File: config.mk
export PLATFORM = sky130hd
export DESIGN_NAME = game_state_ctrl_flat
export DESIGN_NICKNAME = d
export VERILOG_FILES = /design/src/rtl/game_state_ctrl_pkg.sv /design/src/rtl/game_state_ctrl_if.sv /design/src/rtl/game_state_ctrl_frame_timer.sv /design/src/rtl/game_state_ctrl.sv /design/src/flat_wrapper.sv
export SDC_FILE = /design/constraint.sdc
export NUM_CORES = 1
export LEC_CHECK = 0
export CORE_ASPECT_RATIO = 0.6
export CORE_MARGIN = 1.5
export CORE_UTILIZATION = 48
export DETAILED_ROUTE_END_ITERATION = 7
export PLACE_DENSITY = 0.76
export SKIP_CTS_REPAIR_TIMING = 1
export SYNTH_ARGS = -nofsm -noshare
export SYNTH_HDL_FRONTEND = slang
export SYNTH_SLANG_ARGS = --single-unit
export TNS_END_PERCENT = 5
File: constraint.sdc
create_clock -name frame_clk -period 2 [get_ports frame_clk]
set_input_delay 0.6 -clock frame_clk [delete_from_list [all_inputs] [get_ports frame_clk]]
set_output_delay 0.6 -clock frame_clk [all_outputs]
set_load 0.005 [all_outputs]
File: src/rtl/game_state_ctrl_pkg.sv
// Shared types and constants for the pacman game sequencer.
package pacman_pkg;

   localparam int TIMER_W = 10;

   localparam int START_LIVES_DEF  = 3;
   localparam int READY_FRAMES_DEF = 60;
   localparam int POWER_FRAMES_DEF = 360;
   localparam int WARN_FRAMES_DEF  = 120;
   localparam int DEATH_FRAMES_DEF = 120;

   typedef enum logic [2:0] {
      ST_READY   = 3'd0,
      ST_PLAY    = 3'd1,
      ST_POWER   = 3'd2,
      ST_DYING   = 3'd3,
      ST_RESPAWN = 3'd4,
      ST_WIN     = 3'd5,
      ST_OVER    = 3'd6
   } game_state_t;

endpackage

File: src/rtl/game_state_ctrl_if.sv
// Game event inputs and movement-control outputs of the sequencer.
interface game_state_ctrl_if;
   import pacman_pkg::*;

   logic        collision;
   logic        power_pellet;
   logic        level_clear;
   logic        death;
   logic        isDefeated;
   logic        reversal;
   logic        power_warn;
   logic        ghost_eaten;
   logic [1:0]  lives;
   game_state_t game_state;

   // Collision/dot logic side: raises events, observes controls.
   modport master (
      output collision, power_pellet, level_clear,
      input  death, isDefeated, reversal, power_warn, ghost_eaten, lives, game_state
   );

   // Sequencer side.
   modport slave (
      input  collision, power_pellet, level_clear,
      output death, isDefeated, reversal, power_warn, ghost_eaten, lives, game_state
   );

endinterface

File: src/rtl/game_state_ctrl_frame_timer.sv
// Loadable frame down counter; saturates at zero, expired flags zero.
module frame_timer
   import pacman_pkg::*;
#(
   parameter logic [TIMER_W-1:0] RESET_VAL = '0
) (
   input  logic               frame_clk,
   input  logic               Reset,
   input  logic               load,
   input  logic [TIMER_W-1:0] load_val,
   output logic [TIMER_W-1:0] count,
   output logic               expired
);

   // Count down each frame; a load takes priority over counting.
   always_ff @(posedge frame_clk or posedge Reset) begin
      // NOTE: sequential state uses non-blocking assignments so every register samples pre-edge values.
      if (Reset)
         count <= RESET_VAL;
      else if (load)
         count <= load_val;
      else if (count != '0)
         count <= count - 1'b1;
   end

   assign expired = (count == '0);

endmodule

File: src/rtl/game_state_ctrl.sv
// Frame-rate game sequencer: ready countdown, power window, death hold,
// respawn pulse, lives, and terminal win/over states.
module game_state_ctrl
   import pacman_pkg::*;
#(
   parameter int START_LIVES  = START_LIVES_DEF,
   parameter int READY_FRAMES = READY_FRAMES_DEF,
   parameter int POWER_FRAMES = POWER_FRAMES_DEF,
   parameter int WARN_FRAMES  = WARN_FRAMES_DEF,
   parameter int DEATH_FRAMES = DEATH_FRAMES_DEF
) (
   input logic               frame_clk,
   input logic               Reset,
   game_state_ctrl_if.slave  gs
);

   // Timers load N-1 so the timed state lasts exactly N frames.
   localparam logic [TIMER_W-1:0] READY_LOAD = TIMER_W'(READY_FRAMES - 1);
   localparam logic [TIMER_W-1:0] POWER_LOAD = TIMER_W'(POWER_FRAMES - 1);
   localparam logic [TIMER_W-1:0] DEATH_LOAD = TIMER_W'(DEATH_FRAMES - 1);
   localparam logic [TIMER_W-1:0] WARN_LIM   = TIMER_W'(WARN_FRAMES);
   localparam logic [1:0]         LIVES_INIT = 2'(START_LIVES);

   game_state_t        state_q, state_d;
   logic [1:0]         lives_q;
   logic               lives_dec;
   logic               ghost_eaten_q, ghost_eaten_d;
   logic               load;
   logic [TIMER_W-1:0] load_val;
   logic [TIMER_W-1:0] count;
   logic               expired;

   frame_timer #(.RESET_VAL(READY_LOAD)) u_timer (
      .frame_clk (frame_clk),
      .Reset     (Reset),
      .load      (load),
      .load_val  (load_val),
      .count     (count),
      .expired   (expired)
   );

   // State, lives and ghost-eaten pulse registers.
   always_ff @(posedge frame_clk or posedge Reset) begin
      if (Reset) begin
         state_q       <= ST_READY;
         lives_q       <= LIVES_INIT;
         ghost_eaten_q <= 1'b0;
      end else begin
         state_q       <= state_d;
         ghost_eaten_q <= ghost_eaten_d;
         if (lives_dec && lives_q != 2'd0)
            lives_q <= lives_q - 2'd1;
      end
   end

   // Next-state, timer reload and event priority per state.
   always_comb begin
      // NOTE: every output of this block gets a default first so no path infers a latch.
      state_d       = state_q;
      load          = 1'b0;
      load_val      = READY_LOAD;
      lives_dec     = 1'b0;
      ghost_eaten_d = 1'b0;
      case (state_q)
         ST_READY: begin
            if (expired) state_d = ST_PLAY;
         end
         ST_PLAY: begin
            if (gs.level_clear) begin
               state_d = ST_WIN;
            end else if (gs.collision) begin
               state_d  = ST_DYING;
               load     = 1'b1;
               load_val = DEATH_LOAD;
            end else if (gs.power_pellet) begin
               state_d  = ST_POWER;
               load     = 1'b1;
               load_val = POWER_LOAD;
            end
         end
         ST_POWER: begin
            if (gs.level_clear) begin
               state_d = ST_WIN;
            end else if (gs.collision) begin
               ghost_eaten_d = 1'b1;
            end else if (gs.power_pellet) begin
               load     = 1'b1;
               load_val = POWER_LOAD;
            end else if (expired) begin
               state_d = ST_PLAY;
            end
         end
         ST_DYING: begin
            if (expired) begin
               lives_dec = 1'b1;
               state_d   = (lives_q <= 2'd1) ? ST_OVER : ST_RESPAWN;
            end
         end
         ST_RESPAWN: begin
            state_d  = ST_READY;
            load     = 1'b1;
            load_val = READY_LOAD;
         end
         default: ; // WIN and OVER hold until reset
      endcase
   end

   // Moore output decode.
   always_comb begin
      gs.death      = (state_q == ST_READY) || (state_q == ST_DYING) ||
                      (state_q == ST_WIN)   || (state_q == ST_OVER);
      gs.reversal   = (state_q == ST_POWER);
      gs.isDefeated = (state_q == ST_RESPAWN);
      gs.power_warn = (state_q == ST_POWER) && (count < WARN_LIM);
   end

   assign gs.ghost_eaten = ghost_eaten_q;
   assign gs.lives       = lives_q;
   assign gs.game_state  = state_q;

endmodule

File: src/flat_wrapper.sv
// flat-port wrapper written by rule: the top's interface ports become plain ports
module game_state_ctrl_flat import pacman_pkg::*;
#(
   parameter int START_LIVES  = START_LIVES_DEF,
   parameter int READY_FRAMES = READY_FRAMES_DEF,
   parameter int POWER_FRAMES = POWER_FRAMES_DEF,
   parameter int WARN_FRAMES  = WARN_FRAMES_DEF,
   parameter int DEATH_FRAMES = DEATH_FRAMES_DEF
)
  (frame_clk, Reset, gs_collision, gs_power_pellet, gs_level_clear, gs_death, gs_isDefeated, gs_reversal, gs_power_warn, gs_ghost_eaten, gs_lives, gs_game_state);
  game_state_ctrl_if gs_i ();
  input logic frame_clk;
  input logic Reset;
  input wire logic [$bits(gs_i.collision)-1:0] gs_collision;
  input wire logic [$bits(gs_i.power_pellet)-1:0] gs_power_pellet;
  input wire logic [$bits(gs_i.level_clear)-1:0] gs_level_clear;
  output wire logic [$bits(gs_i.death)-1:0] gs_death;
  output wire logic [$bits(gs_i.isDefeated)-1:0] gs_isDefeated;
  output wire logic [$bits(gs_i.reversal)-1:0] gs_reversal;
  output wire logic [$bits(gs_i.power_warn)-1:0] gs_power_warn;
  output wire logic [$bits(gs_i.ghost_eaten)-1:0] gs_ghost_eaten;
  output wire logic [$bits(gs_i.lives)-1:0] gs_lives;
  output wire logic [$bits(gs_i.game_state)-1:0] gs_game_state;
  assign gs_i.collision = gs_collision;
  assign gs_i.power_pellet = gs_power_pellet;
  assign gs_i.level_clear = gs_level_clear;
  assign gs_death = gs_i.death;
  assign gs_isDefeated = gs_i.isDefeated;
  assign gs_reversal = gs_i.reversal;
  assign gs_power_warn = gs_i.power_warn;
  assign gs_ghost_eaten = gs_i.ghost_eaten;
  assign gs_lives = gs_i.lives;
  assign gs_game_state = gs_i.game_state;
  game_state_ctrl #(.START_LIVES(START_LIVES), .READY_FRAMES(READY_FRAMES), .POWER_FRAMES(POWER_FRAMES), .WARN_FRAMES(WARN_FRAMES), .DEATH_FRAMES(DEATH_FRAMES)) u_core (.frame_clk(frame_clk), .Reset(Reset), .gs(gs_i));
endmodule
**Yosys cells after proc, flatten, opt, wreduce, memory -nomap -nowiden**

Cells that the tools add are included.

- Register bits: 16
- Input bits: 5
- Output and inout port bits: 10
- Logic and storage cells: 59

- Add/subtract/negate cells: 2
- $lt $le $gt $ge: 2
- Eq/ne operators: 10
- Multiplexer cells: 29
- Reduce and logical (&&, ||, !) cells: 12

Operator list:

| cell | number |
|---|---|
| 10-bit two-way mux | 5 |
| 3-bit two-way mux | 8 |
| 10-bit case mux with 2 select lines | 1 |
| 9-bit two-way mux | 2 |
| 3-bit case mux with 5 select lines | 1 |
| 10-bit zero test | 1 |
| 10-bit by 7-bit less-than comparator with 1-bit output, second input constant | 1 |
| 1-bit two-way mux | 10 |
| 10-bit nonzero test | 1 |
| 10-bit by 1-bit subtractor with 10-bit output, second input constant | 1 |
| 3-bit == test, second input constant | 3 |
| 3-bit by 2-bit == test with 1-bit output, second input constant | 2 |
| 3-bit != test, second input constant | 2 |
| 5-bit AND reduction | 1 |
| 5-bit nonzero test | 1 |
| 4-bit != test, second input constant | 1 |
| 2-bit nonzero test | 2 |
| 3-bit by 1-bit == test with 1-bit output, second input constant | 1 |
| 3-bit zero test | 1 |
| 1-bit logical OR | 3 |
| 1-bit case mux with 3 select lines | 1 |
| 2-bit by 1-bit less-or-equal comparator with 1-bit output, second input constant | 1 |
| 1-bit logical AND | 2 |
| 2-bit two-way mux | 1 |
| other kinds (2) | 2 |

**Longest topological paths before layout**

- Word-level depth: 6
- Depth in mapped cells: 7
- Depth with buffers taken out: 6

**Hierarchy**

Synthesis repeated with hierarchy kept, for this count alone.

- Cell total of the unflattened synthesis: 140
- Area, all modules: 1214.9 µm²

Modules (own cells, without submodules):

| module | instances | cells an instance | area an instance (µm²) | sequential area each (µm²) |
|---|---|---|---|---|
| frame_timer | 1 | 76 | 699.4 | 256.5 |
| game_state_ctrl | 1 | 64 | 515.5 | 152.6 |

**Worst setup path after synthesis**

Ideal clock, no wire load.

- Kind: flip-flop to flip-flop
- From: register u_core.u_timer.count[0]
- To: register u_core.u_timer.count[8]
- Setup time: 0.122 ns
- Arrival time: 1.725 ns
- Required time: 1.878 ns
- Slack: 0.153 ns
- Stages on the path, launching flop included: 7
- Path buffers: 0
- Period minus slack after synthesis: 1.847 ns
- Cell sequence: dfstp_2 -> inv_1 -> ha_1 -> or3b_4 -> nor3b_2 -> mux2_1 -> a32o_1

- Cells in the longest elaborated chain, start to end: 3
- Elaborated cells on any way between the ends: 5
- Classes of those cells: 1 x add/sub; 2 x mux; 2 x reduce/logical

RTL lines:

| element | line | source |
|---|---|---|
| start: declaration | game_state_ctrl_frame_timer.sv:11 | `output logic [TIMER_W-1:0] count,` |
| start signal: assignment | game_state_ctrl_frame_timer.sv:21 | `count <= load_val;` |
| start signal: assignment | game_state_ctrl_frame_timer.sv:23 | `count <= count - 1'b1;` |
| 10-bit by 1-bit subtractor with 10-bit output | game_state_ctrl_frame_timer.sv:23 |  |
| 10-bit two-way mux | game_state_ctrl_frame_timer.sv:22 | `else if (count != '0)` |
| 10-bit two-way mux | game_state_ctrl_frame_timer.sv:20 | `else if (load)` |

Parallel ways exist; a longest one is shown, timed or not. The select of a mux whose other input is x is not followed.
A chain may end at the register's enable or synchronous reset.

**Worst setup path after layout**

- From: register u_core.state_q[2] (netlist: u_core.gs.game_state[2])
- To: output gs_power_warn

- Cells in the longest elaborated chain, start to end: 2

RTL lines:

| element | line | source |
|---|---|---|
| start: declaration | game_state_ctrl.sv:24 | `game_state_t state_q, state_d;` |
| start signal: assignment | game_state_ctrl.sv:49 | `state_q <= state_d;` |
| 3-bit by 2-bit == test with 1-bit output | game_state_ctrl.sv:114 | `gs.power_warn = (state_q == ST_POWER) && (count < WARN_LIM);` |
| 1-bit logical AND | game_state_ctrl.sv:114 |  |
| end: declaration | flat_wrapper.sv:20 | `output wire logic [$bits(gs_i.power_warn)-1:0] gs_power_warn;` |

Every way passes these cells.

==> out/results.ini <==
[synthesis]
yosysTopAreaCellShare=0.214
syn-cell-area_mm2=0.00105
syn_inst=106
netlist_top_cells_area=dfrtp_1, dfstp_2, xnor2_1
yosysTopAreaCell=dfrtp_1
synthMostInstantiatedCell=dfrtp_1
synth_seq_cells=16
synthXorXnorAreaFrac=0.0666
synthArstFlopShare=1.00
ys_warn_count=0
synth-simple-area-share=0.262
synthTopCellsByCount=dfrtp_1, dfstp_2, nor2_1
yosysSeqAreaShare=0.389
yosysUniqueCellTypes=46
synth_ff_type=dfrtp_1
syn-num-nets=114
synthAdderAreaFrac=0.0357
synth.area.mux_share=0.0297
synth_edf_count=0
synth_top_family_by_area=simple AND/OR/NAND/NOR gates
synth_compound_area_frac=0.162
avgSynthCellArea_um2=9.93

[clocking]
clock_sinks=16
clk_pin_slew_ns=0.09
clkLatencyLatePin_ns=0.30
htree_levels=1
cts.path.max_buffers=2
cts_tree=built
cts_root_buf=clkbuf_4
numCtsBuffers=3

[sta]
tightest_slew_ns=0.336
tns_ns=-0.0383
fmaxAchievable_mhz=491
fin_skew_ns=0.00923
setup_violations=1
fin_ws_ns=-0.0383
hold_viol_final=0
grt_setup_unrepaired=true
worst_slew_margin_rel=0.776
post-route-period-util=1.02
slew_viol_final=0
period_minus_slack_ns=2.04

[floorplan]
die_area_mm2=0.00249
start_util=0.539
chipHeight_um=39.3
core_mm2=0.00195
die_w_um=63.4
io_pins=15
row_count=12

[worst_setup_path]
slowest_stage=dfrtp_1
worstPathCellList=nor2b_2, nor2b_4, nand2_1, a41oi_1, dlymetal6s2s_1
required_ns=1.40
cp.arrival_ns=1.44
cpPeakStageDelay_ns=0.42
critPathKind=flip-flop to primary output
crit_path_start_kind=flip-flop
cp-end-kind=primary output
crit_path_max_fanout=2

[global_routing]
grt_use_total=0.252
gr-total-overflow=0
first_global_vias=932
grt_max_degree=17
grt_pass1_wl_um=4440
antenna_found_initial=0

[routing]
drtAntennaViolNets=0
drc=0
wire_per_inst_um=16.5
drtIter0Drc=49
vias=954
first_pass_iters=4
via_per_inst=5.55
wl_um=2830

[placement]
dp_slack_ns=-0.0514
hpwl_um=2120
gp_congestion=0.829
numPortBuffers=14

[cells_and_area]
num_antenna_cells=0
fin_util=0.738
layout-area-overhead-vs-synth_pct=36.9
nets=153
drive_above_1_share=0.361

[power]
p_leak_uw=0.000697
peakVddDrop_mv=0.262
power_density_mw_per_mm2=418

[outcome]
failed_checks=negative setup slack
status=finished, violations left

[run]
cap_violations=0

[min_path]
hold_class=flip-flop to flip-flop

==> worst max-delay path, delay by kind of cell, from the launching register on <==
family,cells,cell delay (ns)
AO/OA/AOI/OAI,1,0.17
buffers and inverters,1,0.15
flip-flops,1,0.42
AND/OR/NAND/NOR,3,0.40
==> metrics by stage <==
stage          total power, uW  instances  cell area [um2]  hold WS [ns]
2_1_floorplan              351        106             1050         0.494
3_3_place_gp               378        168             1370         0.499
3_5_place_dp               380        168             1370         0.517
4_1_cts                    608        172             1400         0.536
5_1_grt                    623        172             1440         0.552
6_report                   602        172             1440         0.529
==> sequential cells by signal (all words and copies together) (netlist names) <==
signal and cells:
u_core.gs.lives 2, u_core.gs.ghost_eaten 1, u_core.gs.game_state 3, u_core.u_timer.count 10
==> final timing paths <==
kind                                         startpoint                 endpoint  slack, ns  cells past startpoint
worst max-delay path            u_core.gs.game_state[2]            gs_power_warn      -0.04                      5
worst min-delay path                 u_core.gs.lives[0]       u_core.gs.lives[0]       0.53                      1
worst max register to register  u_core.u_timer.count[0]  u_core.u_timer.count[8]       0.05                      6
worst min register to register       u_core.gs.lives[0]       u_core.gs.lives[0]       0.53                      1
max in group asynchronous                         Reset  u_core.u_timer.count[3]       1.14                      3
min in group asynchronous                         Reset  u_core.u_timer.count[6]       0.59                      3
==> layout by cell type (no fill, tap or decap), drive strengths merged, types with 3 or more instances in the layout <==
cell,synthesis,routed
nor2b,6,6
nand2b,3,3
nor3,5,5
dlymetal6s2s,0,4
o21ai,6,6
inv,7,7
a21oi,3,3
xnor2,6,6
ha,3,3
nand2,4,4
nand3,3,3
a31oi,4,4
clkbuf,1,4
clkdlybuf4s50,0,9
dfstp,7,7
nor2,7,7
buf,2,24
dfrtp,9,9
==> cell type report <==
| cell class | instances | area, um2 |
|---|---|---|
| flip-flops and latches | 16 | 410 |
| clock buffers | 4 | 36.3 |
| multi-input cells | 80 | 611 |
| fillers | 144 | 512 |
| well taps | 28 | 35.0 |
| repair buffers | 37 | 322 |
| inverters | 7 | 26.3 |
==> cells by family (layout without fill, tap and decap cells) <==
logic type,after synthesis,in the layout
and+or+nand+nor,42,42
muxes,3,3
xor gates and xnor gates,8,8
adders and majority gates,3,3
buffers and inverters,10,48
AOI/OAI and AO/OA,24,24
DFF,16,16
==> report_power, final <==
part / internal, uW / switching [uW]
clock: 111 / 115
sequential: 325 / 1.47
combinational: 24.2 / 23.9
total: 461 / 141
==> metal layers <==
metal  vias up  wire length [um]  part of all wire  track usage
met5         -                 0                 0            0
met4         0                32             0.011        0.103
met3         6               186             0.066       0.0575
met2        31              1350              0.48        0.447
met1       461              1260              0.45        0.308
li1        456                 -                 -            -
(Power assumes the default switching activity.)
